[src/rtl/regfile_dump_if.sv]
// rtl/regfile_dump_if.sv - control, register-file read port and beat stream of the register dump engine
interface regfile_dump_if #(
    parameter int ADDR_W = 5,
    parameter int DATA_W = 32
);
    logic              start;
    logic [ADDR_W-1:0] first_reg;
    logic [ADDR_W-1:0] last_reg;
    logic              abort;
    logic [ADDR_W-1:0] rf_addr;
    logic [DATA_W-1:0] rf_data;
    logic              out_valid;
    logic              out_ready;
    logic [ADDR_W-1:0] out_index;
    logic [DATA_W-1:0] out_data;
    logic              out_last;
    logic              busy;
    logic              done;

    modport slave (
        input  start, first_reg, last_reg, abort, rf_data, out_ready,
        output rf_addr, out_valid, out_index, out_data, out_last, busy, done
    );

    modport master (
        output start, first_reg, last_reg, abort, rf_data, out_ready,
        input  rf_addr, out_valid, out_index, out_data, out_last, busy, done
    );
endinterface

[src/rtl/regfile_dump.sv]
// rtl/regfile_dump.sv - walks a register index range over a dedicated read port and streams (index, data) beats
module regfile_dump #(
    parameter int NUM_REGS = 32,
    parameter int ADDR_W   = 5,
    parameter int DATA_W   = 32
) (
    input  logic           clk,
    input  logic           reset,
    regfile_dump_if.slave  bus
);
    localparam logic [ADDR_W-1:0] LAST_IDX = ADDR_W'(NUM_REGS - 1);

    typedef enum logic [1:0] {
        IDLE,
        READ,
        SEND,
        DONE
    } state_t;

    state_t            state_q, state_d;
    logic [ADDR_W-1:0] cur_q, cur_d;
    logic [ADDR_W-1:0] end_q, end_d;
    logic [ADDR_W-1:0] rf_addr_q, rf_addr_d;
    logic              valid_q, valid_d;
    logic [ADDR_W-1:0] index_q, index_d;
    logic [DATA_W-1:0] data_q, data_d;
    logic              last_q, last_d;
    logic              busy_q, busy_d;
    logic              done_q, done_d;
    logic [ADDR_W-1:0] next_idx;

    always_ff @(posedge clk or posedge reset) begin
        if (reset) begin
            state_q   <= IDLE;
            cur_q     <= '0;
            end_q     <= '0;
            rf_addr_q <= '0;
            valid_q   <= 1'b0;
            index_q   <= '0;
            data_q    <= '0;
            last_q    <= 1'b0;
            busy_q    <= 1'b0;
            done_q    <= 1'b0;
        end else begin
            state_q   <= state_d;
            cur_q     <= cur_d;
            end_q     <= end_d;
            rf_addr_q <= rf_addr_d;
            valid_q   <= valid_d;
            index_q   <= index_d;
            data_q    <= data_d;
            last_q    <= last_d;
            busy_q    <= busy_d;
            done_q    <= done_d;
        end
    end

    always_comb begin
        state_d   = state_q;
        cur_d     = cur_q;
        end_d     = end_q;
        rf_addr_d = rf_addr_q;
        valid_d   = valid_q;
        index_d   = index_q;
        data_d    = data_q;
        last_d    = last_q;
        next_idx  = (cur_q == LAST_IDX) ? '0 : cur_q + 1'b1;

        case (state_q)
            IDLE: begin
                if (bus.start) begin
                    cur_d     = bus.first_reg;
                    end_d     = bus.last_reg;
                    rf_addr_d = bus.first_reg;
                    state_d   = READ;
                end
            end
            READ: begin
                data_d  = bus.rf_data;
                index_d = cur_q;
                last_d  = (cur_q == end_q);
                valid_d = 1'b1;
                state_d = SEND;
            end
            SEND: begin
                if (valid_q && bus.out_ready) begin
                    valid_d = 1'b0;
                    if (last_q) begin
                        state_d = DONE;
                    end else begin
                        cur_d     = next_idx;
                        rf_addr_d = next_idx;
                        state_d   = READ;
                    end
                end
            end
            DONE: begin
                state_d = IDLE;
            end
            default: begin
                state_d = IDLE;
            end
        endcase

        // Abort wins over a same-cycle acceptance and drops any presented beat.
        if (bus.abort && (state_q != IDLE)) begin
            state_d   = IDLE;
            cur_d     = cur_q;
            rf_addr_d = rf_addr_q;
            index_d   = index_q;
            data_d    = data_q;
            valid_d   = 1'b0;
            last_d    = 1'b0;
        end

        busy_d = (state_d != IDLE);
        done_d = (state_d == DONE);
    end

    assign bus.rf_addr   = rf_addr_q;
    assign bus.out_valid = valid_q;
    assign bus.out_index = index_q;
    assign bus.out_data  = data_q;
    assign bus.out_last  = last_q;
    assign bus.busy      = busy_q;
    assign bus.done      = done_q;
endmodule

[src/flat_wrapper.sv]
// flat-port wrapper written by rule: the top's interface ports become plain ports
module regfile_dump_flat 
#(
    parameter int NUM_REGS = 32,
    parameter int ADDR_W   = 5,
    parameter int DATA_W   = 32
)
  (clk, reset, bus_start, bus_first_reg, bus_last_reg, bus_abort, bus_rf_data, bus_out_ready, bus_rf_addr, bus_out_valid, bus_out_index, bus_out_data, bus_out_last, bus_busy, bus_done);
  regfile_dump_if #(.ADDR_W(ADDR_W), .DATA_W(DATA_W)) bus_i ();
  input  logic clk;
  input  logic reset;
  input wire logic [$bits(bus_i.start)-1:0] bus_start;
  input wire logic [$bits(bus_i.first_reg)-1:0] bus_first_reg;
  input wire logic [$bits(bus_i.last_reg)-1:0] bus_last_reg;
  input wire logic [$bits(bus_i.abort)-1:0] bus_abort;
  input wire logic [$bits(bus_i.rf_data)-1:0] bus_rf_data;
  input wire logic [$bits(bus_i.out_ready)-1:0] bus_out_ready;
  output wire logic [$bits(bus_i.rf_addr)-1:0] bus_rf_addr;
  output wire logic [$bits(bus_i.out_valid)-1:0] bus_out_valid;
  output wire logic [$bits(bus_i.out_index)-1:0] bus_out_index;
  output wire logic [$bits(bus_i.out_data)-1:0] bus_out_data;
  output wire logic [$bits(bus_i.out_last)-1:0] bus_out_last;
  output wire logic [$bits(bus_i.busy)-1:0] bus_busy;
  output wire logic [$bits(bus_i.done)-1:0] bus_done;
  assign bus_i.start = bus_start;
  assign bus_i.first_reg = bus_first_reg;
  assign bus_i.last_reg = bus_last_reg;
  assign bus_i.abort = bus_abort;
  assign bus_i.rf_data = bus_rf_data;
  assign bus_i.out_ready = bus_out_ready;
  assign bus_rf_addr = bus_i.rf_addr;
  assign bus_out_valid = bus_i.out_valid;
  assign bus_out_index = bus_i.out_index;
  assign bus_out_data = bus_i.out_data;
  assign bus_out_last = bus_i.out_last;
  assign bus_busy = bus_i.busy;
  assign bus_done = bus_i.done;
  regfile_dump #(.NUM_REGS(NUM_REGS), .ADDR_W(ADDR_W), .DATA_W(DATA_W)) u_core (.clk(clk), .reset(reset), .bus(bus_i));
endmodule
[config.mk]
export PLATFORM = sky130hd
export DESIGN_NAME = regfile_dump_flat
export DESIGN_NICKNAME = d
export VERILOG_FILES = /design/src/rtl/regfile_dump_if.sv /design/src/rtl/regfile_dump.sv /design/src/flat_wrapper.sv
export SDC_FILE = /design/constraint.sdc
export NUM_CORES = 1
export LEC_CHECK = 0
export BUFFER_PORTS_ARGS = -buffer_cell sky130_fd_sc_hd__buf_4
export CORE_MARGIN = 4
export CORE_UTILIZATION = 48
export DETAILED_ROUTE_END_ITERATION = 16
export PLACE_DENSITY = 0.81
export SYNTH_ARGS = -nofsm -noshare
export SYNTH_HDL_FRONTEND = slang
export SYNTH_SLANG_ARGS = --single-unit
[constraint.sdc]
create_clock -name clk -period 2.7 [get_ports clk]
set_input_delay 0.405 -clock clk [delete_from_list [all_inputs] [get_ports clk]]
set_output_delay 0.405 -clock clk [all_outputs]
set_load 0.02 [all_outputs]
==> impl_metrics.env, run 1 <==
export IMPL_outcome="completed"
export IMPL_core_rowCount=24
export IMPL_hp_class="input port to async pin"
export IMPL_clockRootBuffer="clkbuf_8"
export IMPL_grt_ovfl_total=0
export IMPL_cts_setup_buffers=0
export IMPL_synth_compound_gate_area_share_pct=6.35
export IMPL_worstPathMaxFanout=37
export IMPL_tns_ps=0
export IMPL_drive_gt1_share_pct=58.1
export IMPL_rr_startpoint="u_core.state_q[1]$_DFF_PP0_"
export IMPL_drc=0
export IMPL_vias=1598
export IMPL_setup_viol=0
export IMPL_grt_pass1_vias=1678
export IMPL_wire_per_inst_um=15.6
export IMPL_antenna_cells=0
export IMPL_p_total_mw=4.08
export IMPL_fmax_mhz=493
export IMPL_drt_wl_total_um=4830
export IMPL_critical_path_class="flop to flop"
export IMPL_relSlewSlack_pct=72.7
export IMPL_gp_congestion=0.789
export IMPL_placedCellCount=302
export IMPL_hold_violations=0
export IMPL_clk_pin_slew_ps=90
export IMPL_fillCellCount=323
export IMPL_synthSimpleGateAreaFrac_pct=4.76
export IMPL_drt_first_pass_iters=4
export IMPL_core_area_um2=4470
export IMPL_first_iter_violations=50
export IMPL_synth_warnings=0
export IMPL_die_h_um=77.0
export IMPL_syn_area_per_cell_um2=14.3
export IMPL_critPathLaunch="u_core.state_q[1]$_DFF_PP0_"
export IMPL_synth_mux_area_share_pct=23.5
export IMPL_rsz0062_at_grt="false"
export IMPL_nNetsFinal=309
export IMPL_cts_htree_levels=2
export IMPL_crit_path_start_kind="flop"
export IMPL_postLayoutCellArea_um2=3160
export IMPL_drv_slew=0
export IMPL_cap_violations=0
export IMPL_critPathArrivalTime_ps=2210
export IMPL_cts_resized=0
export IMPL_p_leak_nw=1.52
export IMPL_cts_tree="yes"
export IMPL_netlist_instances=160
export IMPL_synthXorXnorAreaFrac_pct=1.53
export IMPL_grtUsageTotal_pct=17.0
export IMPL_synth_cell_types=35
export IMPL_avgViaCountPerCell=5.15
export IMPL_cts_sinks=53
export IMPL_required_ps=2880
export IMPL_syn_area_um2=2290
export IMPL_synth_top_family_by_area="multiplexers"
export IMPL_powerDensity_nw_per_um2=1290
export IMPL_ctsHoldBuffers=0
export IMPL_drtAntennaViolNets=0
export IMPL_worstMarginPinSlew_ps=400
export IMPL_synthesis_nets=212
export IMPL_port_buffer_count=92
export IMPL_instances_no_fill=310
export IMPL_io_pins=93
export IMPL_dp_hpwl_um=3740
export IMPL_synth_adder_area_share_pct=2.74
export IMPL_ys_ff_latch=53
export IMPL_antenna_found_initial=0
export IMPL_die_w_um=77.0
export IMPL_end_kind="flop"
export IMPL_cts_buffers=5
export IMPL_clock_latency_ps=300
export IMPL_grt_pass1_wl_um=8160
export IMPL_area_growth_pct=38.1
export IMPL_dpl_cell_area_um2=3040
export IMPL_vdd_ir_drop_max_mv=0.663
export IMPL_cts_max_path_buffers=2
export IMPL_dieArea_um2=5930
export IMPL_fin_crit_sh_pct=75.1
export IMPL_seq_area_frac_synth_pct=58.0
export IMPL_fin_skew_ps=8.03
export IMPL_final_util_pct=70.6
export IMPL_grt_max_degree=38
export IMPL_min_period_ps=2030
export IMPL_initial_utilization_pct=51.1
==> per-layer routing <==
layer	part of all wire, %	vias to the layer above	wire [um]	track usage [%]
met5	0	-	0	0
met4	1.2	0	58	4.27
met3	6.3	7	303	4.33
met2	52	55	2500	29.7
met1	41	773	1980	21.0
li1	-	763	-	-
==> state kept, by name (all words and copies together) (netlist names) <==
name,cells
u_core.bus.out_data,32
u_core.bus.out_index,5
u_core.cur_q,5
u_core.end_q,5
u_core.state_q,2
u_core.bus.busy,1
u_core.bus.done,1
u_core.bus.out_last,1
u_core.bus.out_valid,1
==> Yosys cell counts <==
cell type | n | area, um2
a2111oi_0 | 1 | 8.76
a211oi_1 | 2 | 15.0
a21oi_1 | 3 | 15.0
a221o_1 | 1 | 10.0
a221oi_1 | 1 | 8.76
a22o_1 | 1 | 8.76
a22oi_4 | 1 | 21.3
and3_1 | 1 | 6.26
buf_2 | 1 | 5.00
buf_4 | 4 | 30.0
buf_6 | 1 | 11.3
dfrtp_1 | 53 | 1330
ha_1 | 5 | 62.6
inv_1 | 7 | 26.3
mux2_1 | 3 | 33.8
mux2_2 | 42 | 473
mux2i_1 | 3 | 30.0
nand2_1 | 3 | 11.3
nand2b_1 | 3 | 18.8
nand3_1 | 1 | 5.00
nand3b_1 | 1 | 7.51
nor2_1 | 4 | 15.0
nor2b_1 | 1 | 6.26
nor2b_2 | 1 | 8.76
nor3_1 | 1 | 5.00
nor3b_1 | 1 | 7.51
nor4_1 | 1 | 6.26
o21a_1 | 2 | 15.0
o21ai_0 | 1 | 5.00
o21ai_1 | 1 | 5.00
o221ai_1 | 3 | 26.3
o22ai_1 | 1 | 6.26
or3b_4 | 1 | 11.3
xnor2_1 | 1 | 8.76
xor2_1 | 3 | 26.3
==> cell usage in the layout, fill, tap and decap left out, types with 4 or more instances in the layout <==
cell	n
clkbuf_8	6
ha_1	5
inv_1	6
nor2_1	4
buf_4	95
mux2_2	42
dfrtp_1	53
==> cell type report <==
class | count | area [um2] | share of cell area [%]
multi-input combinational | 94 | 891 | 28.2
clock inverter | 1 | 30.0 | 0.951
inverter | 7 | 26.3 | 0.832
timing repair buffer | 96 | 733 | 23.2
sequential | 53 | 1330 | 42.0
clock buffer | 7 | 86.3 | 2.73
tap | 52 | 65.1 | 2.06
==> cells by family (layout without fill, tap and decap cells) <==
logic type      count (synthesis)  count (layout)
buf+inv                        13             111
xor+xnor                        4               4
compound gates                 18              18
simple gates                   19              19
fa+ha+maj                       5               5
mux                            48              48
flops                          53              53
==> final timing paths <==
check | depth (start not counted) | endpoint | slack, ps
min in group clk | 2 | u_core.bus.out_data[25]$_DFFE_PP0P_ | 310
max reg2reg | 6 | u_core.bus.out_index[0]$_DFFE_PP0P_ | 670
max | 6 | u_core.bus.out_index[0]$_DFFE_PP0P_ | 670
min reg2reg | 1 | u_core.bus.out_data[25]$_DFFE_PP0P_ | 510
max in group asynchronous | 3 | u_core.bus.out_last$_DFFE_PP0P_ | 2010
min | 2 | u_core.bus.out_data[8]$_DFFE_PP0P_ | 50
==> where the power goes <==
part | switching [mW] | leakage [nW] | internal, mW
Combinational | 1.02 | 0.832 | 1.05
Sequential | 0.271 | 0.628 | 1.20
Clock | 0.242 | 0.0585 | 0.302
==> critical path, cell delays in order (launching register included) <==
cell	delay (ps)
dfrtp_1	450
inv_1	90
ha_1	290
nor2b_2	300
nand2b_2	200
buf_12	220
mux2_2	360
==> through the flow <==
| stage | hold slack (ps) | setup slack, ps |
|---|---|---|
| finish | 49.3 | 673 |
| detailed placement | 389 | 687 |
| global placement | 379 | 725 |
| global route | 72.7 | 508 |
| CTS | 52.6 | 677 |
| floorplan | 479 | 822 |
Note: power is estimated with default switching activity, not from simulation.
==> inputs of run 2 (changes only) <==
- clock period: 2.7 -> 2.1 ns (I/O delays scaled with it)
==> impl_metrics.env, run 2 (synthesis results as in run 1) <==
export IMPL_placedCellCount=303
export IMPL_cp_num_buf_inv=2
export IMPL_drive_gt1_share_pct=58.3
export IMPL_rr_startpoint="u_core.state_q[1]$_DFF_PP0_"
export IMPL_mostFrequentLayoutCell="buf_4"
export IMPL_dieArea_um2=5930
export IMPL_crit_path_start_kind="flop"
export IMPL_wire_per_inst_um=15.7
export IMPL_grt_ovfl_total=0
export IMPL_cts_sinks=53
export IMPL_crit_chain="inv_1 > ha_1 > nor2b_2 > nand2b_2 > buf_12 > mux2_2"
export IMPL_r2r_slack_ps=140
export IMPL_gp_congestion=0.800
export IMPL_dpl_cell_area_um2=3060
export IMPL_hp_class="input port to async pin"
export IMPL_worstPathMaxFanout=37
export IMPL_fmax_mhz=511
export IMPL_clk_pin_slew_ps=90
export IMPL_grt_pass1_vias=1634
export IMPL_die_h_um=77.0
export IMPL_tns_ps=0
export IMPL_vdd_ir_drop_max_mv=0.801
export IMPL_clockRootBuffer="clkbuf_8"
export IMPL_required_ps=2290
export IMPL_grt_max_degree=38
export IMPL_cts_buffers=5
export IMPL_final_cell_mix="buf_4 (95), dfrtp_1 (53), mux2_2 (42)"
export IMPL_clock_latency_ps=300
export IMPL_grt_pass1_wl_um=8180
export IMPL_critical_path_top_delay_family="simple AND/OR/NAND/NOR gates"
export IMPL_postLayoutCellArea_um2=3180
export IMPL_initial_utilization_pct=51.1
export IMPL_critical_path_class="flop to flop"
export IMPL_nNetsFinal=310
export IMPL_drc=0
export IMPL_fin_crit_sh_pct=93.2
export IMPL_rsz0062_at_grt="false"
export IMPL_avgViaCountPerCell=5.14
export IMPL_worstMarginPinSlew_ps=571
export IMPL_drt_wl_total_um=4880
export IMPL_instances_no_fill=311
export IMPL_p_leak_nw=1.53
export IMPL_rr_endpoint="u_core.bus.out_data[4]$_DFFE_PP0P_"
export IMPL_core_rowCount=24
export IMPL_dp_hpwl_um=3790
export IMPL_cts_htree_levels=2
export IMPL_first_iter_violations=25
export IMPL_cts_tree="yes"
export IMPL_end_kind="flop"
export IMPL_io_pins=93
export IMPL_cts_resized=0
export IMPL_die_w_um=77.0
export IMPL_drv_slew=0
export IMPL_cts_setup_buffers=0
export IMPL_setup_viol=0
export IMPL_cts_max_path_buffers=2
export IMPL_critPathArrivalTime_ps=2150
export IMPL_drtAntennaViolNets=0
export IMPL_slowest_stage="dfrtp_1"
export IMPL_port_buffer_count=92
export IMPL_vias=1597
export IMPL_outcome="completed"
export IMPL_antenna_cells=0
export IMPL_p_total_mw=5.27
export IMPL_largest_register_ffs=32
export IMPL_powerDensity_nw_per_um2=1660
export IMPL_antenna_found_initial=0
export IMPL_fin_skew_ps=5.18
export IMPL_hold_violations=0
export IMPL_grtUsageTotal_pct=17.1
export IMPL_fillCellCount=336
export IMPL_min_period_ps=1960
export IMPL_slowest_delay_ps=460
export IMPL_relSlewSlack_pct=61.9
export IMPL_reg2reg_depth=6
export IMPL_cap_violations=0
export IMPL_core_area_um2=4470
export IMPL_final_util_pct=71.0
export IMPL_drt_first_pass_iters=3
export IMPL_area_growth_pct=38.9
export IMPL_ctsHoldBuffers=0
## run 2: changes by cell type in the layout (fill, tap and decap cells not counted), sizes merged
cell,before,now
buf,96,97
## run 2: worst max-delay path by stage
stage / from / depth (start not counted) / end / slack (ps)
after floorplan: u_core.state_q[1]$_DFF_PP0_ / 8 / u_core.bus.out_data[19]$_DFFE_PP0P_ / 220
after global placement: u_core.state_q[1]$_DFF_PP0_ / 6 / u_core.bus.out_data[8]$_DFFE_PP0P_ / 200
after detailed placement: u_core.state_q[1]$_DFF_PP0_ / 6 / u_core.bus.out_data[25]$_DFFE_PP0P_ / 140
final: u_core.state_q[1]$_DFF_PP0_ / 6 / u_core.bus.out_data[4]$_DFFE_PP0P_ / 140
after global routing: u_core.state_q[1]$_DFF_PP0_ / 6 / u_core.bus.out_data[4]$_DFFE_PP0P_ / 40
after CTS: u_core.state_q[1]$_DFF_PP0_ / 6 / u_core.bus.out_data[25]$_DFFE_PP0P_ / 140
## run 2: per-layer routing
layer  vias to the layer above  share of wire, %  track usage, %
met5                         -                 0               0
met4                         0              0.80            3.20
met3                         6               6.2            5.39
met2                        54                51            29.2
met1                       776                42            21.6
li1                        761                 -               -
## run 2: power breakdown
group	leakage (nW)	internal, mW	switching (mW)
sequential	0.628	1.54	0.344
combinational	0.841	1.37	1.32
clock	0.0585	0.389	0.313
## run 2: area by class of cell
cell class / count / area, um2 / share of cell area (%)
Clock buffer: 7 / 86.3 / 2.72
Clock inverter: 1 / 30.0 / 0.945
Inverter: 7 / 26.3 / 0.827
Multi-Input combinational cell: 94 / 891 / 28.0
Sequential cell: 53 / 1330 / 41.7
Tap cell: 52 / 65.1 / 2.05
Timing Repair Buffer: 97 / 753 / 23.7
## run 2: metrics by stage
step / setup slack (ps) / hold slack, ps
floorplan: 222 / 447
global placement: 195 / 411
detailed placement: 142 / 417
CTS: 140 / 82.1
global route: 45.0 / 115
finish: 144 / 68.2
==> inputs of run 3 (changes only) <==
- SETUP_SLACK_MARGIN: unset -> 0.5
==> impl_metrics.env, run 3 (synthesis results as in run 1) <==
export IMPL_wire_per_inst_um=19.4
export IMPL_cp_num_buf_inv=2
export IMPL_placedCellCount=303
export IMPL_rr_endpoint="u_core.bus.busy$_DFF_PP0_"
export IMPL_cts_buffers=5
export IMPL_final_cell_mix="buf_4 (104), dfrtp_1 (51), mux2_4 (36)"
export IMPL_drt_first_pass_iters=4
export IMPL_rr_startpoint="u_core.state_q[0]$_DFF_PP0_"
export IMPL_io_pins=93
export IMPL_outcome="completed"
export IMPL_nNetsFinal=328
export IMPL_crit_chain="inv_2 > ha_4 > buf_4 > nand2_2 > o21ai_0 > o22ai_2 > a221oi_1"
export IMPL_grt_ovfl_total=0
export IMPL_slowest_delay_ps=400
export IMPL_clock_latency_ps=310
export IMPL_die_w_um=77.0
export IMPL_grtUsageTotal_pct=19.7
export IMPL_required_ps=2300
export IMPL_antenna_found_initial=0
export IMPL_tns_ps=0
export IMPL_core_area_um2=4470
export IMPL_mostFrequentLayoutCell="buf_4"
export IMPL_setup_viol=0
export IMPL_cts_max_path_buffers=2
export IMPL_powerDensity_nw_per_um2=1730
export IMPL_fin_skew_ps=7.16
export IMPL_drt_wl_total_um=6400
export IMPL_antenna_cells=0
export IMPL_avgViaCountPerCell=5.45
export IMPL_core_rowCount=24
export IMPL_reg2reg_depth=7
export IMPL_critical_path_top_delay_family="compound AO/OA/AOI/OAI gates"
export IMPL_hp_class="input port to async pin"
export IMPL_dp_hpwl_um=3940
export IMPL_cp_endpoint="u_core.bus.busy$_DFF_PP0_"
export IMPL_cts_tree="yes"
export IMPL_end_kind="flop"
export IMPL_drtAntennaViolNets=0
export IMPL_cts_sinks=53
export IMPL_critPathLaunch="u_core.state_q[0]$_DFF_PP0_"
export IMPL_fin_crit_sh_pct=79.7
export IMPL_gp_congestion=0.814
export IMPL_cp_depth=7
export IMPL_dieArea_um2=5930
export IMPL_clk_pin_slew_ps=90
export IMPL_vdd_ir_drop_max_mv=0.802
export IMPL_relSlewSlack_pct=67.3
export IMPL_first_iter_violations=85
export IMPL_instances_no_fill=329
export IMPL_largest_register_ffs=32
export IMPL_clockRootBuffer="clkbuf_8"
export IMPL_worstMarginPinSlew_ps=490
export IMPL_drc=0
export IMPL_min_period_ps=1670
export IMPL_drive_gt1_share_pct=67.5
export IMPL_grt_pass1_wl_um=9260
export IMPL_crit_path_start_kind="flop"
export IMPL_postLayoutCellArea_um2=3630
export IMPL_port_buffer_count=92
export IMPL_slowest_stage="dfrtp_1"
export IMPL_hold_violations=0
export IMPL_p_leak_nw=1.85
export IMPL_r2r_slack_ps=430
export IMPL_drv_slew=0
export IMPL_dpl_cell_area_um2=3180
export IMPL_area_growth_pct=58.9
export IMPL_rsz0062_at_grt="true"
export IMPL_die_h_um=77.0
export IMPL_cts_htree_levels=2
export IMPL_fillCellCount=239
export IMPL_grt_max_degree=35
export IMPL_cap_violations=0
export IMPL_grt_pass1_vias=1807
export IMPL_vias=1792
export IMPL_worstPathMaxFanout=7
export IMPL_initial_utilization_pct=51.1
export IMPL_critPathArrivalTime_ps=1870
export IMPL_fmax_mhz=597
export IMPL_critical_path_class="flop to flop"
==> run 3: cell count changes in the layout (fill, tap and decap cells not counted), moves of 3 or more <==
cell and change:
mux2_2 -33, ha_1 -3, buf_4 +9, mux2_4 +36, mux2_1 -3, buf_12 +4
==> run 3: cell type report <==
class / instances / area [um2] / share of cell area [%]
clock inverters: 1 / 30.0 / 0.826
repair buffers: 115 / 995 / 27.4
flip-flops and latches: 53 / 1330 / 36.6
well taps: 52 / 65.1 / 1.79
multi-input cells: 94 / 1100 / 30.2
clock buffers: 7 / 86.3 / 2.38
inverters: 7 / 30.0 / 0.826
==> run 3: repair_timing <==
action / in CTS / in global routing
gates cloned: 1 / 1
setup endpoints to repair: 46 / 41
pin swaps: 3 / 2
gates resized for setup: 11 / 24
setup buffers: 12 / 4
hold buffers: 0 / 0
==> run 3: per-stage QoR <==
step	util, %	total power, mW	hold WS (ps)	worst slack [ps]
after floorplan	-	3.84	376	311
after CTS	77.6	5.90	26.0	446
after detailed placement	71.1	4.89	363	208
after global placement	71.1	4.83	360	284
after global routing	81.2	6.63	44.4	323
final	81.2	6.30	31.5	426
==> run 3: power breakdown <==
part / switching [mW] / internal, mW
Sequential: 0.401 / 1.55
Clock: 0.328 / 0.389
Combinational: 1.62 / 2.02
Total: 2.35 / 3.95
==> run 3: per-layer routing <==
layer / up-vias / global-route usage (%) / share of wire, % / wire length [um]
met5: - / 0 / 0 / 0
met4: 0 / 5.69 / 0.61 / 39
met3: 5 / 5.50 / 5.8 / 368
met2: 77 / 32.0 / 51 / 3250
met1: 905 / 26.0 / 43 / 2740
li1: 805 / - / - / -
==> run 3: worst register-to-register path: cells and delay by family, from the launching register on <==
family,cells,cell delay (ps)
flops,1,400
simple gates,1,130
fa+ha+maj,1,190
compound gates,3,620
buf+inv,2,230
==> run 3: worst min path at each step <==
stage / start / to / cells after the start
floorplan: reset / u_core.bus.busy$_DFF_PP0_ / 1
global placement: reset / u_core.bus.out_data[10]$_DFFE_PP0P_ / 2
detailed placement: reset / u_core.bus.out_data[10]$_DFFE_PP0P_ / 2
CTS: reset / u_core.bus.out_data[9]$_DFFE_PP0P_ / 2
global route: reset / u_core.bus.out_data[17]$_DFFE_PP0P_ / 2
finish: reset / u_core.bus.out_data[17]$_DFFE_PP0P_ / 2
